**src/rtl/paralelo_serial_tx.sv**
```systemverilog
// -----------------------------------------------------------------------------
// paralelo_serial_tx
//   Parallel-to-serial transmitter. After reset it sends SYNC_BYTES comma
//   characters so the receiver can align, then sends data bytes offered on
//   data_in/valid_in. When no byte is offered it fills the slot with IDLE_CH.
//   Bytes go out MSB first and back to back, with no gap bits.
//
// Ports
//   clk_32f   in   bit clock; all state updates on its rising edge
//   reset     in   asynchronous, active-high
//   data_in   in   [7:0] byte offered for transmission
//   valid_in  in   data_in holds a byte to send
//   data_out  out  registered serial bit stream, MSB first
//   ack       out  data_in is consumed at the end of this cycle (combinational)
//   active    out  high once alignment is done (ACTIVE state)
//   idle_tx   out  high while the byte being serialized is an IDLE_CH filler
// -----------------------------------------------------------------------------
module paralelo_serial_tx #(
  parameter int         SYNC_BYTES = 4,      // 1..7
  parameter logic [7:0] COMMA      = 8'hBC,
  parameter logic [7:0] IDLE_CH    = 8'h7C
) (
  input  logic       clk_32f,
  input  logic       reset,
  input  logic [7:0] data_in,
  input  logic       valid_in,
  output logic       data_out,
  output logic       ack,
  output logic       active,
  output logic       idle_tx
);

  typedef enum logic {SYNC, ACTIVE} state_t;

  localparam logic [2:0] SYNC_LAST = 3'(SYNC_BYTES);

  state_t     state_q, state_d;
  logic [7:0] cur_byte_q, cur_byte_d;
  logic [2:0] bit_cnt_q, bit_cnt_d;
  logic [2:0] sync_cnt_q, sync_cnt_d;
  logic       data_out_q, data_out_d;
  logic       idle_q, idle_d;

  logic boundary;
  logic take_slot;

  // The last comma byte's boundary already behaves like ACTIVE, so the
  // first data/idle byte follows the final comma with no gap.
  assign boundary  = (bit_cnt_q == 3'd7);
  assign take_slot = (state_q == ACTIVE) || (sync_cnt_q == SYNC_LAST);
  assign ack       = valid_in & boundary & take_slot;

  always_comb begin
    state_d    = state_q;
    cur_byte_d = cur_byte_q;
    sync_cnt_d = sync_cnt_q;
    idle_d     = idle_q;
    data_out_d = cur_byte_q[3'd7 - bit_cnt_q];
    bit_cnt_d  = bit_cnt_q + 3'd1;

    if (boundary) begin
      if (take_slot) begin
        state_d = ACTIVE;
        if (valid_in) begin
          cur_byte_d = data_in;
          idle_d     = 1'b0;
        end else begin
          cur_byte_d = IDLE_CH;
          idle_d     = 1'b1;
        end
      end else begin
        cur_byte_d = COMMA;
        sync_cnt_d = sync_cnt_q + 3'd1;
        idle_d     = 1'b0;
      end
    end
  end

  always_ff @(posedge clk_32f or posedge reset) begin
    if (reset) begin
      state_q    <= SYNC;
      cur_byte_q <= COMMA;
      bit_cnt_q  <= 3'd0;
      sync_cnt_q <= 3'd1;
      data_out_q <= 1'b0;
      idle_q     <= 1'b0;
    end else begin
      state_q    <= state_d;
      cur_byte_q <= cur_byte_d;
      bit_cnt_q  <= bit_cnt_d;
      sync_cnt_q <= sync_cnt_d;
      data_out_q <= data_out_d;
      idle_q     <= idle_d;
    end
  end

  assign data_out = data_out_q;
  assign idle_tx  = idle_q;
  assign active   = (state_q == ACTIVE);

endmodule

```
**config.mk**
```make
export PLATFORM = sky130hd
export DESIGN_NAME = paralelo_serial_tx
export DESIGN_NICKNAME = d
export VERILOG_FILES = /design/src/rtl/paralelo_serial_tx.sv
export SDC_FILE = /design/constraint.sdc
export NUM_CORES = 1
export LEC_CHECK = 0
export BUFFER_PORTS_ARGS = -buffer_cell sky130_fd_sc_hd__buf_4
export CORE_MARGIN = 4
export CORE_UTILIZATION = 55
export CTS_BUF_LIST = sky130_fd_sc_hd__clkbuf_8
export CTS_CLUSTER_DIAMETER = 200
export DETAILED_ROUTE_END_ITERATION = 6
export GPL_TIMING_DRIVEN = 0
export HOLD_SLACK_MARGIN = 0.12
export PLACE_DENSITY = 0.88
export SETUP_SLACK_MARGIN = 0.3
export SLEW_MARGIN = 20
export SYNTH_ARGS = -nofsm -noshare
export SYNTH_HDL_FRONTEND = slang
export SYNTH_SLANG_ARGS = --single-unit
```
**constraint.sdc**
```tcl
create_clock -name clk_32f -period 2.1 [get_ports clk_32f]
set_input_delay 0.105 -clock clk_32f [delete_from_list [all_inputs] [get_ports clk_32f]]
set_output_delay 0.105 -clock clk_32f [all_outputs]
set_load 0.02 [all_outputs]
```
[Word level (Yosys, flattened, before mapping)]
Index checks and enable logic that the tools add are counted.
Cells by class
  add/subtract/negate cells: 3
  $lt $le $gt $ge: 1
  equal/unequal tests: 2
  muxes and demuxes: 6
  bitwise gates (word level): 3
  reductions and logical operators: 3
Operators by type and width (count)
  two-way mux 8 bit: 2
  adder 3 x 1 -> 3 bit (second input constant): 2
  equality test 3 bit (second input constant): 2
  < comparator 3 x 4 -> 1 bit (second input constant): 1
  AND reduction 2 bit: 2
  binary-select mux 1 bit (select 3 bit): 1
  two-way mux 1 bit: 3
  subtractor 3 bit (first input constant): 1
  AND 1 bit: 2
  logical OR 1 bit: 1
  inverter 1 bit: 1
Storage, ports and cells
  bits in registers: 17
  input bits: 11
  logic and storage cells: 24

[Depth between registers and ports, before layout]
Gate-level depths: netlist of the first run.
  word-level depth: 4
  depth in mapped cells: 5
  depth with buffers taken out: 5

[Worst setup path after synthesis of the first run]
OpenSTA, ideal clock, no wires.
  path kind: flip-flop to flip-flop
  start: register sync_cnt_q[0]
  end: register sync_cnt_q[1]
  setup time: 0.125 ns
  data arrival time: 1.662 ns
  data required time: 1.975 ns
  setup slack: 0.313 ns
  stages on the path, launching flop included: 6
  buffers on the path: 0
  period minus slack after synthesis: 1.787 ns
  cells stage by stage: dfstp_2 > inv_1 > ha_1 > a21o_2 > or3_4 > mux2_4
On the way
  longest elaborated chain between the ends: 4
  elaborated cells on any way between the ends: 5
  classes of those cells: add/sub: 1; eq/ne: 1; bitwise: 1; reduce/logical: 2
RTL lines
  start, declared: line 40  | logic [2:0] sync_cnt_q, sync_cnt_d;
  start signal, assigned: line 91  | sync_cnt_q <= sync_cnt_d;
  equality test 3 bit: line 50  | assign take_slot = (state_q == ACTIVE) || (sync_cnt_q == SYNC_LAST);
  logical OR 1 bit: line 50
  inverter 1 bit (no source line)
  AND reduction 2 bit (no source line)
Parallel ways exist; a longest one is shown, timed or not.
A chain may end at the register's enable or synchronous reset.

[Worst setup path in the final report of the first run]
Ends and elaborated chain as after synthesis.

==> results of run 1 <==
==> per-layer routing <==
metal  vias to the layer above  GRT usage [%]
li1                        264              -
met1                       271          26.58
met2                        18          32.09
met3                         6          4.382
met4                         0          9.357
met5                         -              0
==> worst max-delay path: stages (launching register included) <==
cell and delay [ps]:
dfstp_2 530, inv_1 40, ha_2 190, a21o_4 230
or3_4 350, mux2_4 300
==> stage by stage <==
stage	setup slack (ps)	area (um2)	hold WS [ps]
3_3_place_gp	269.8	873.3	205.6
2_1_floorplan	313.3	749.5	26.71
5_1_grt	311.2	1046	139.7
3_5_place_dp	239.6	873.3	216.8
6_report	347.3	1046	130.5
4_1_cts	304.6	1023	153.4
==> power groups by stage <==
stage	Sequential, mW	Combinational, mW	Clock, mW
finish	0.347	0.0574	0.235
global route	0.348	0.0634	0.256
CTS	0.347	0.0565	0.239
detailed placement	0.352	0.0431	0
global placement	0.352	0.0417	0
floorplan	0.353	0.0195	0
==> worst min path at each step <==
| stage | startpoint | to | slack, ps | depth (start not counted) |
|---|---|---|---|---|
| floorplan | reset | active | 30 | 1 |
| global placement | reset | sync_cnt_q[2] | 210 | 2 |
| detailed placement | reset | sync_cnt_q[2] | 220 | 2 |
| CTS | data_in[6] | cur_byte_q[6] | 150 | 3 |
| global route | data_in[6] | cur_byte_q[6] | 140 | 3 |
| finish | data_in[6] | cur_byte_q[6] | 130 | 3 |
==> cell usage after synthesis, types with 2 or more instances <==
master / instances / share of area [%]
inv_1: 11 / 5.5
dfstp_2: 6 / 21
mux4_2: 2 / 6.0
o22ai_1: 4 / 3.3
ha_1: 4 / 6.7
dfrtp_1: 11 / 37
nand2_1: 4 / 2.0
o22a_1: 4 / 4.7
==> registers in the layout (all words and copies together) (netlist names) <==
name,count
idle_tx,1
data_out,1
active,1
sync_cnt_q,3
cur_byte_q,8
bit_cnt_q,3
==> kinds of logic (layout without fill, tap and decap cells) <==
logic type	after synthesis	count (layout)	synth area share, %
adders and majority gates	4	4	6.678
and+or+nand+nor	9	9	6.175
buffers and inverters	12	42	6.010
xor gates and xnor gates	2	2	2.338
muxes	4	4	9.515
DFF	17	17	57.76
AOI/OAI and AO/OA	11	11	11.52
==> area by class of cell <==
class                   instances  area share [%]
repair buffers                 26           20.81
multi-input cells              30           27.27
clock buffers                   3           3.947
inverters                      11           3.947
plain buffers                   1          0.4785
well taps                      15           1.794
clock inverters                 1          0.3589
flip-flops and latches         17           41.39
==> placed cells by master (no fill, tap or decap), types with 2 or more instances in the layout <==
| cell type | count |
|---|---|
| buf_4 | 17 |
| clkbuf_8 | 3 |
| dfrtp_1 | 11 |
| dfstp_2 | 6 |
| dlygate4sd3_1 | 9 |
| ha_1 | 3 |
| inv_1 | 12 |
| mux4_2 | 2 |
| nand2_1 | 4 |
| o22a_1 | 4 |
| o22ai_1 | 4 |
==> repair_timing <==
action | 4_1_cts | 5_1_grt
buffers inserted | 2 | 1
resized for setup | 0 | 5
pin swaps | 1 | 2
hold buffers | 9 | 0
endpoints found under the setup margin | 2 | 4
hold endpoints to repair | 19 | 0
==> metrics.cfg, run 1 <==
[detailed_routing]
drt_first_pass_iters = 4
routed-wl-met3_um = 75
routed_wl_um = 1623
drt_iter0_drc = 6
wl_met2_um = 829
avgViaCountPerCell = 5.375
maxUsedRoutingLayer = met4
detail_route.wl_per_cell_um = 15.61
routedLengthMet1_um = 680
antenna_left = 0
route.vias.total = 559
route.detailed.drc = 0

[cells_and_area]
multi_input_area_um2 = 285.3
register_area_um2 = 432.9
area_growth_pct = 39.57
n_antenna_cell = 0
final_layout_size_suffix_gt1_share_pct = 40.45
layout.nets = 105
fillers = 73
postLayoutCoreUtil_pct = 81.40
final_cells = 104

[cts]
cts_tree = yes
clock-sinks = 17
root_buffer = clkbuf_8
clkTransAtPathRegs_ps = 60
clk_path_buf_depth = 2
clk_latency_ps = 250
htree_levels = 1
cts-buffers-inserted = 3

[logic_synthesis]
synth-seq-area-share_pct = 57.76
syn_area_um2 = 749.5
synth-edff-count = 0
syn-num-nets = 74
synthDistinctLibCells = 21
async_flop_share_pct = 100.0
syn_avg_cell_area_um2 = 12.70
ys.flop_type = dfrtp_1
synth_cells = 59
synth_seq_cells = 17
yosysWarnings = 0

[power_and_ir_drop]
p_leak_nw = 0.4915
peakVddDrop_mv = 0.5678
netSwitchingPower_mw = 0.1318
p_total_mw = 0.6386
p_seq_share_pct = 54.3
p_int_mw = 0.5068
p_comb_share_pct = 9.0
switching_share_pct = 20.64
clockPowerShare_pct = 36.7
power_density_mw_per_mm2 = 610.5

[sta]
rsz0062_at_grt = false
clock_skew_ps = 1.345
finalSetupViolCount = 0
tightest_slew_ps = 625.4
finalHoldViolCount = 0
fmax_ghz = 0.5705
post-route-period-util_pct = 83.46
slew_violations = 0
maxSlewHeadroom_pct = 58.26
fin_crit_ps = 1753
setup-tns-final_ps = 0

[grt]
grt_pass1_vias = 609
grt_max_degree = 18
antenna_found_initial = 0
grt_overflow_total = 0
grt.total_usage_pct = 20.24
grt_pass1_wl_um = 2849

[worst_setup_path]
required_ps = 2230
cp-start-kind = register
reg2reg_slack_ps = 350
worst-path-max-fanout = 3
endpoint_kind = register
crit_end = sync_cnt_q[1]
reg2reg_depth = 5
worstSetupPathType = reg -> reg
r2r-start = sync_cnt_q[0]
regToRegEndpoint = sync_cnt_q[1]
arrival_ps = 1890
cp-startpoint = sync_cnt_q[0]

[place]
dpl.hpwl_um = 1011
dp_cells = 88
gp_congestion = 0.6976
portBuffers = 14

[die]
core-area_mm2 = 0.001285
pin_count = 15
fp-row-count = 13
die_h_um = 44.92
die_x_um = 44.92
die-area_mm2 = 0.002017
initial_utilization_pct = 58.33

[run]
maxCapViolCount = 0

[outcome]
status = finished, final reports clean

[worst_hold_path]
hold_path.class = in -> reg

No activity file was read; power rests on OpenSTA's default activity.
==> inputs of run 2 (changes only) <==
--- a/config.mk
+++ b/config.mk
@@ -5,15 +5,16 @@
 export SDC_FILE = /design/constraint.sdc
 export NUM_CORES = 1
 export LEC_CHECK = 0
+export ABC_AREA = 1
 export BUFFER_PORTS_ARGS = -buffer_cell sky130_fd_sc_hd__buf_4
 export CORE_MARGIN = 4
-export CORE_UTILIZATION = 55
+export CORE_UTILIZATION = 50
 export CTS_BUF_LIST = sky130_fd_sc_hd__clkbuf_8
 export CTS_CLUSTER_DIAMETER = 200
 export DETAILED_ROUTE_END_ITERATION = 6
 export GPL_TIMING_DRIVEN = 0
 export HOLD_SLACK_MARGIN = 0.12
-export PLACE_DENSITY = 0.88
+export PLACE_DENSITY = 0.84
 export SETUP_SLACK_MARGIN = 0.3
 export SLEW_MARGIN = 20
 export SYNTH_ARGS = -nofsm -noshare
==> constraint.sdc (replaced) <==
create_clock -name clk_32f -period 1.5 [get_ports clk_32f]
set_input_delay 0.075 -clock clk_32f [delete_from_list [all_inputs] [get_ports clk_32f]]
set_output_delay 0.075 -clock clk_32f [all_outputs]
set_load 0.02 [all_outputs]
==> metrics.cfg, run 2 <==
[power_and_ir_drop]
peakVddDrop_mv = 0.6062
p_total_mw = 0.9244
power_density_mw_per_mm2 = 728.6
p_leak_nw = 0.6375

[grt]
grt_pass1_wl_um = 3139
grt.total_usage_pct = 17.17
antenna_found_initial = 0
grt_pass1_vias = 701
grt_overflow_total = 0
grt_max_degree = 18

[cts]
cts_tree = yes
root_buffer = clkbuf_8
cts-buffers-inserted = 3
clock-sinks = 17
clk_path_buf_depth = 2
hold_buffers = 9
clk_latency_ps = 260
clkTransAtPathRegs_ps = 70
htree_levels = 1

[die]
pin_count = 15
initial_utilization_pct = 54.46
die_x_um = 48.98
die-area_mm2 = 0.002399
die_h_um = 48.98
core-area_mm2 = 0.001541
fp-row-count = 14

[detailed_routing]
wl_met2_um = 1050
maxUsedRoutingLayer = met4
antenna_left = 0
drt_first_pass_iters = 4
routed-wl-met3_um = 112
route.detailed.drc = 0
routed_wl_um = 2079
detail_route.wl_per_cell_um = 13.68
routedLengthMet1_um = 874
avgViaCountPerCell = 4.947
drt_iter0_drc = 12
route.vias.total = 752

[logic_synthesis]
syn-num-nets = 114
syn_area_um2 = 839.6
synth_top_area_share_pct = 32.79
yosysMostFrequentCell = nand2_1
ys.flop_type = dfrtp_1
ys_top_cells_by_area = dfrtp_1, dfstp_2, nand2_1, inv_1, ha_1
synth_common_cells = nand2_1, inv_1, dfrtp_1, nor2_1
synth_seq_cells = 17
async_flop_share_pct = 100.0
syn_avg_cell_area_um2 = 8.480
synth_cells = 99
synth_top_area_cell = dfrtp_1
synth-seq-area-share_pct = 51.56
synthDistinctLibCells = 18
synth-edff-count = 0
yosysWarnings = 0

[cells_and_area]
register_area_um2 = 434.2
fillers = 85
top_regs = cur_byte_q: 8 flops, bit_cnt_q: 3 flops, sync_cnt_q: 3 flops
multi_input_area_um2 = 411.6
postLayoutCoreUtil_pct = 82.31
final_cell_mix = nand2_1, buf_4, inv_1, dfrtp_1, dlygate4sd3_1
largest_register_ffs = 8
mostFrequentLayoutCell = nand2_1
n_antenna_cell = 0
final_layout_size_suffix_gt1_share_pct = 36.76
area_growth_pct = 51.12
layout.nets = 152
regMostFlops = cur_byte_q

[sta]
finalHoldViolCount = 0
slew_violations = 0
fin_crit_ps = 1462
post-route-period-util_pct = 97.46
tightest_slew_ps = 633.7
clock_skew_ps = 5.070
finalSetupViolCount = 0
holdWs_ps = 15.06
maxSlewHeadroom_pct = 57.71
fmax_ghz = 0.6840
rsz0062_at_grt = true
setup-tns-final_ps = 0

[worst_setup_path]
worst-path-max-fanout = 2
required_ps = 1420
worstSetupPathType = reg -> out
cp-start-kind = register
arrival_ps = 1390
endpoint_kind = primary output

[run]
maxCapViolCount = 0

[place]
portBuffers = 14
gp_congestion = 0.7361
dpl.hpwl_um = 1159

[outcome]
status = finished, final reports clean

[worst_hold_path]
hold_path.class = in -> reg

-- run 2: what timing repair did --
item	CTS	global route
setup buffers	8	2
gates cloned	0	0
resized for setup	4	7
endpoints found under the setup margin	13	13
endpoints found under the hold margin	20	2
pin swaps	3	1
-- run 2: critical path, stage by stage, from the launching register on --
cell and delay (ps):
dfstp_2 540, inv_2 50, ha_4 150, nand2_4 60, nand2_4 60, nand2_4 80
nor2_4 40, buf_6 140
-- run 2: kinds of logic (layout without fill, tap and decap cells) --
logic type | after synthesis | count (layout) | synth area share [%]
simple gates | 48 | 48 | 25.78
xor+xnor | 1 | 1 | 1.043
compound gates | 11 | 11 | 7.154
buf+inv | 18 | 55 | 8.495
flops | 17 | 17 | 51.56
fa+ha+maj | 4 | 4 | 5.961
-- run 2: per-layer routing --
| metal | vias up | track usage [%] |
|---|---|---|
| met4 | 0 | 9.417 |
| met5 | - | 0 |
| met1 | 345 | 21.94 |
| met3 | 5 | 4.587 |
| met2 | 23 | 26.09 |
| li1 | 379 | - |
-- run 2: area by class of cell --
cell class | instances | area share (%)
plain buffers | 1 | 0.5917
clock buffers | 3 | 3.254
clock inverters | 1 | 0.3945
inverters | 17 | 5.030
multi-input cells | 64 | 32.45
flip-flops and latches | 17 | 34.22
well taps | 16 | 1.578
repair buffers | 33 | 22.49
-- run 2: path summary, 6_finish.rpt --
check                           slack, ps  depth (start not counted)          start       endpoint
worst max-delay path                   40                          7  sync_cnt_q[0]            ack
worst min-delay path                   20                          2       valid_in        idle_tx
worst max register to register         60                         10  sync_cnt_q[0]  cur_byte_q[1]
worst min register to register        490                          2  cur_byte_q[0]  cur_byte_q[0]
max in group asynchronous             600                          3          reset   bit_cnt_q[0]
min in group asynchronous             450                          3          reset  sync_cnt_q[2]
-- run 2: where the power goes --
part / total, mW / internal (mW) / leakage, nW / switching (mW)
sequential: 0.486 / 0.478 / 0.193 / 0.00764
combinational: 0.0931 / 0.0490 / 0.419 / 0.0441
clock: 0.346 / 0.185 / 0.0255 / 0.161
-- run 2: stage by stage --
step           setup slack (ps)  cell area [um2]  instances
5_1_grt                  -6.539             1269        152
3_3_place_gp              215.5             1007        129
3_5_place_dp              182.3             1007        129
6_report                  38.06             1269        152
4_1_cts                   53.38             1216        150
2_1_floorplan             290.8            882.1         99
